File: config.mk
export PLATFORM = sky130hd
export DESIGN_NAME = vga_reg_mirror
export DESIGN_NICKNAME = d
export VERILOG_FILES = /design/src/rtl/vga_reg_mirror.sv
export SDC_FILE = /design/constraint.sdc
export NUM_CORES = 2
export LEC_CHECK = 0
export ABC_AREA = 1
export BUFFER_PORTS_ARGS = -buffer_cell sky130_fd_sc_hd__buf_2
export CAP_MARGIN = 10
export CELL_PAD_IN_SITES_DETAIL_PLACEMENT = 0
export CELL_PAD_IN_SITES_GLOBAL_PLACEMENT = 1
export CORE_ASPECT_RATIO = 0.6
export CORE_UTILIZATION = 51
export CTS_BUF_LIST = sky130_fd_sc_hd__clkbuf_2
export DETAILED_ROUTE_END_ITERATION = 10
export PLACE_DENSITY_LB_ADDON = 0.15
export SYNTH_ARGS = -nofsm -noshare
export SYNTH_HDL_FRONTEND = slang
export SYNTH_SLANG_ARGS = --single-unit
File: constraint.sdc
create_clock -name clk -period 2.1 [get_ports clk]
set_input_delay 0.105 -clock clk [delete_from_list [all_inputs] [get_ports clk]]
set_output_delay 0.105 -clock clk [all_outputs]
set_load 0.02 [all_outputs]
File: src/rtl/vga_reg_mirror.sv
`default_nettype none
// +--------------------------------------------------------------------------+
// | vga_reg_mirror: CPU register file mirror with a display-side snapshot    |
// | bank. Optional vsync-triggered snapshot: VGA_REG_MIRROR_VSYNC_SNAP_EN.   |
// | Revision: 1.0                                                            |
// +--------------------------------------------------------------------------+
module vga_reg_mirror #(
  parameter int REGS = 32
) (
  input  logic        clk,
  input  logic        resetn,
  input  logic        cpu_we,
  input  logic [4:0]  cpu_wa,
  input  logic [31:0] cpu_wd,
  input  logic        snap_req,
  input  logic        vsync,
  input  logic [4:0]  regAddr,
  output logic [31:0] regData,
  output logic        busy,
  output logic        snap_done
);

  localparam int                 c_IDX_W    = 5;
  localparam logic [c_IDX_W-1:0] c_LAST_IDX = c_IDX_W'(REGS - 1);
  localparam logic [0:0]         c_ST_IDLE  = 1'b0;
  localparam logic [0:0]         c_ST_COPY  = 1'b1;

  logic [0:0]         r_state;
  logic [0:0]         w_state_nxt;
  logic [c_IDX_W-1:0] r_idx;
  logic [c_IDX_W-1:0] w_idx_nxt;
  logic               r_pending;
  logic               w_pending_nxt;
  logic               r_snap_done;
  logic               w_done_nxt;
  logic               w_req;
  logic               w_copy_en;
  logic [31:0]        r_regdata;
  logic [31:0]        w_live [REGS];
  logic [31:0]        w_disp [REGS];

`ifdef VGA_REG_MIRROR_VSYNC_SNAP_EN
  logic r_vsync_q;
  logic r_vsync_fall;

  // Falling edge is registered, so a copy starts two edges after vsync drops.
  always_ff @(posedge clk or negedge resetn) begin
    if (!resetn) begin
      r_vsync_q    <= 1'b1;
      r_vsync_fall <= 1'b0;
    end else begin
      r_vsync_q    <= vsync;
      r_vsync_fall <= r_vsync_q & ~vsync;
    end
  end

  assign w_req = snap_req | r_vsync_fall;
`else
  logic w_unused_vsync;
  assign w_unused_vsync = vsync;
  assign w_req          = snap_req;
`endif

  // Both banks update on the same edge, so the copy always sees the pre-write live word.
  for (genvar k = 0; k < REGS; k++) begin : g_bank
    if (k == 0) begin : g_zero
      assign w_live[k] = '0;
    end else begin : g_word
      logic [31:0] r_live;
      always_ff @(posedge clk or negedge resetn) begin
        if (!resetn) begin
          r_live <= '0;
        end else if (cpu_we && (cpu_wa == c_IDX_W'(k))) begin
          r_live <= cpu_wd;
        end
      end
      assign w_live[k] = r_live;
    end

    logic [31:0] r_disp;
    always_ff @(posedge clk or negedge resetn) begin
      if (!resetn) begin
        r_disp <= '0;
      end else if (w_copy_en && (r_idx == c_IDX_W'(k))) begin
        r_disp <= w_live[k];
      end
    end
    assign w_disp[k] = r_disp;
  end

  always_ff @(posedge clk or negedge resetn) begin
    if (!resetn) begin
      r_regdata <= '0;
    end else begin
      r_regdata <= w_disp[regAddr];
    end
  end

  always_ff @(posedge clk or negedge resetn) begin
    if (!resetn) begin
      r_state     <= c_ST_IDLE;
      r_idx       <= '0;
      r_pending   <= 1'b0;
      r_snap_done <= 1'b0;
    end else begin
      r_state     <= w_state_nxt;
      r_idx       <= w_idx_nxt;
      r_pending   <= w_pending_nxt;
      r_snap_done <= w_done_nxt;
    end
  end

  always_comb begin
    w_state_nxt   = r_state;
    w_idx_nxt     = r_idx;
    w_pending_nxt = r_pending;
    w_done_nxt    = 1'b0;
    case (r_state)
      c_ST_IDLE: begin
        if (w_req) begin
          w_state_nxt = c_ST_COPY;
          w_idx_nxt   = '0;
        end
      end
      c_ST_COPY: begin
        if (r_idx == c_LAST_IDX) begin
          w_done_nxt    = 1'b1;
          w_idx_nxt     = '0;
          w_pending_nxt = 1'b0;
          // A request landing on the final word rolls straight into the next copy.
          w_state_nxt   = (r_pending || w_req) ? c_ST_COPY : c_ST_IDLE;
        end else begin
          w_idx_nxt     = r_idx + 1'b1;
          w_pending_nxt = r_pending | w_req;
        end
      end
      default: begin
        w_state_nxt = c_ST_IDLE;
        w_idx_nxt   = '0;
      end
    endcase
  end

  always_comb begin
    w_copy_en = (r_state == c_ST_COPY);
    busy      = (r_state == c_ST_COPY);
  end

  assign regData   = r_regdata;
  assign snap_done = r_snap_done;

endmodule
`default_nettype wire

==> metrics.md <==
| Metric | Value |
|---|---|
| CTS Root Cell | clkbuf_2 |
| Setup TNS | -5.196 ns |
| Dpl ws | 0.002211 ns |
| Final setup fails | 36 |
| Boundary pin count | 81 |
| Layout Skew | 0.09825 ns |
| Crit start category | register |
| Required time worst endpoint | 2.00 ns |
| DRC viols | 0 |
| Worst setup margin | -0.2351 ns |
| Post-DP HPWL | 147500 um |
| Final net count | 9513 |
| Maximum clock frequency | 0.4282 GHz |
| WHS | 0.08143 ns |
| Area leader, netlist | dfrtp_1 |
| First-pass iteration count of the detailed router | 6 |
| Yosys reg bits | 2024 |
| Synth area leaders | dfrtp_1 (61%), nand2_1 (11%), o21ai_0 (7.7%) |
| Crit path cell chain | buf_6 |
| Crit path DAT | 2.23 ns |
| H-tree Lvls | 5 |
| # Max-Cap Violations | 0 |
| Antenna violations before repair | 7 |
| # rows | 114 |
| Slew headroom | 43.41% |
| Final Max Tran Viols | 0 |
| Slowest cell on crit path | dfrtp_2 |
| Clk pin slew, worst setup/hold paths | 0.10 ns |
| Crit Path Category | reg -> out |
| Post-synthesis sequential area ratio | 61.11% |
| Peak VDD IR | 0.6404 mV |
| Final hold violations | 0 |
| Top cell type's share of synthesized area | 61.11% |
| Synthesized cell area | 82890 um^2 |
| CP endpoint kind | primary output |
| CTS Buffer Depth | 4 |
| Post-synth cell types | 23 |
| PwrDens | 1118 nW/um^2 |
| Commonest non-fill, non-tap cells in the layout | nand2_1 (2332), dfrtp_1 (2011), o21ai_0 (1271), nand3_1 (769), inv_1 (735) |
| Core Footprint | 161200 um^2 |
| Cts bufs inserted | 465 |
| Reg2Reg Depth | 7 |
| CP Depth | 1 |
| CP delay by family, top | flip-flops |
| Worst slew pin tran | 0.8488 ns |
| Synth warn | 0 |
| RSZ-0062 raised after global routing | yes |
| Share of cells above drive strength 1 | 15.04% |
| TritonCTS clock tree | done |
| GRT Overall Usage | 30.57% |
| Worst-Skew Late Latency | 1.62 ns |
| Outcome | finished with violations |
| Die Y | 314.3 um |
| Worst hold path cell count | 10 |
| Initial core utilization | 51.43% |
| Most common cell after layout, fill and taps aside | nand2_1 |
| DRT antenna net count | 0 |
| Post-Syn Nets | 9170 |
| Post-Synthesis Cells | 9116 |
| Vias | 64590 |
| Fillers | 14550 |
| Tcrit/Tclk final | 111.2% |
| Iter 0 DRT Violations | 5598 |
| Largest net degree at the start of global routing | 118 |
| Routed length per instance | 20.74 um |
| Buf/Inv on CP | 1 |
| Worst min path class | in -> reg |
| Vias in the first global route | 63150 |
| Worst path max stage delay | 0.49 ns |
| Fin crit period | 2.335 ns |
| Leak | 47.07 nW |
| Total Wirelength | 247600 um |
| Die area | 164200 um^2 |
| Synth-to-layout area growth | 12.54% |
| CTS Sinks | 2024 |
| IO Port Bufs | 79 |
| GP Congestion | 0.8325 |
| Mapped Avg Cell Area | 9.092 um^2 |
| Die X | 522.5 um |
| GRT overflow | 0 |
| CP max FO | 2 |
| Final core occ | 57.87% |
| First-pass GRT wire length | 381900 um |
| Failing checks | setup timing |
| Via density per instance | 5.409 |
[sequential cells by signal, indices dropped and copies added, names as in the netlist]
signal and count:
snap_done 1, r_idx 5, regData 32, busy 1
g_bank.r_disp 992, g_bank.g_word.r_live 992, r_pending 1
[cell usage after synthesis]
| cell | instances |
|---|---|
| nand2_1 | 2370 |
| dfrtp_1 | 2024 |
| o21ai_0 | 1271 |
| nand3_1 | 781 |
| inv_1 | 736 |
| clkbuf_1 | 528 |
| a21oi_1 | 525 |
| nor2_1 | 425 |
| mux2_2 | 268 |
| buf_2 | 76 |
| buf_1 | 36 |
| or2_2 | 24 |
| o21ai_1 | 10 |
| mux2_1 | 9 |
| nor2_2 | 8 |
| ha_1 | 7 |
| inv_2 | 7 |
| o22ai_1 | 4 |
| buf_4 | 2 |
| nor4_4 | 2 |
| clkinv_1 | 1 |
| nor2_4 | 1 |
| xor2_1 | 1 |
[tightest hold or removal path: stages]
cell           delay [ns]
dlygate4sd3_1        0.56
buf_8                0.17
inv_8                0.13
nor2_4               0.07
buf_12               0.17
nand2_1              0.08
nand3_1              0.07
nand3_1              0.09
nand3_1              0.07
nand2_1              0.06
[final cells by class]
class                      instances  area, um^2  share of cell area [%]
antenna                            3       7.507                0.008048
clock buffer                     673        3368                   3.611
clock inverter                   127       661.9                  0.7096
inverter                         744        2809                   3.011
multi-input combinational       5706       27170                   29.13
sequential                      2024       50660                   54.32
tap                             2146        2685                   2.879
timing repair buffer             518        5909                   6.335
[logic make-up after synthesis]
family | Yosys count | share of synthesized area [%]
compound gates | 1810 | 10.93
xor+xnor | 1 | 0.01057
fa+ha+maj | 7 | 0.1057
buf+inv | 1386 | 6.400
flops | 2024 | 61.11
mux | 277 | 3.763
simple gates | 3611 | 17.68
[per-stage QoR]
step / cell area, um^2 / power, mW / instances
after global routing: 93280 / 111.7 / 11940
after CTS: 93190 / 104.9 / 11940
final: 93280 / 104.3 / 11940
after detailed placement: 87580 / 79.72 / 11010
after floorplan: 82890 / 71.13 / 9116
after global placement: 87580 / 78.27 / 11010
[final timing paths]
path | from | endpoint | slack [ns]
setup reg to reg | busy$_DFF_PN0_ | g_bank[19].r_disp[0]$_DFFE_PN0P_ | 0.09
setup / recovery | busy$_DFF_PN0_ | busy | -0.24
max in group asynchronous | resetn | regData[19]$_DFF_PN0_ | 0.07
min in group asynchronous | resetn | g_bank[16].r_disp[15]$_DFFE_PN0P_ | 0.81
hold / removal | regAddr[0] | regData[1]$_DFF_PN0_ | 0.08
hold reg to reg | g_bank[5].g_word.r_live[20]$_DFFE_PN0P_ | g_bank[5].r_disp[20]$_DFFE_PN0P_ | 0.44
[where the power goes]
part / switching, mW / total, mW / internal (mW)
Combinational: 14.9 / 24.4 / 9.50
Clock: 15.6 / 24.9 / 9.24
Sequential: 4.55 / 55.1 / 50.5
Total: 35.0 / 104 / 69.3
[routing by layer]
layer	global-route usage [%]	part of all wire (%)	up-vias
li1	-	-	30200
met1	46.87	48	31930
met2	45.10	43	2098
met3	4.293	6.5	363
met4	9.253	2.3	0
met5	0	0	-
[timing repair]
action | in CTS | in global routing
hold buffers | 132 | 1
endpoints found under the hold margin | 3055 | 4
pin swaps | 0 | 1
endpoints found under the setup margin | 35 | 265
cloned | 0 | 2
resized for setup | 80 | 16
buffers inserted | 1 | 0
No activity file was read; power rests on OpenSTA's default activity.
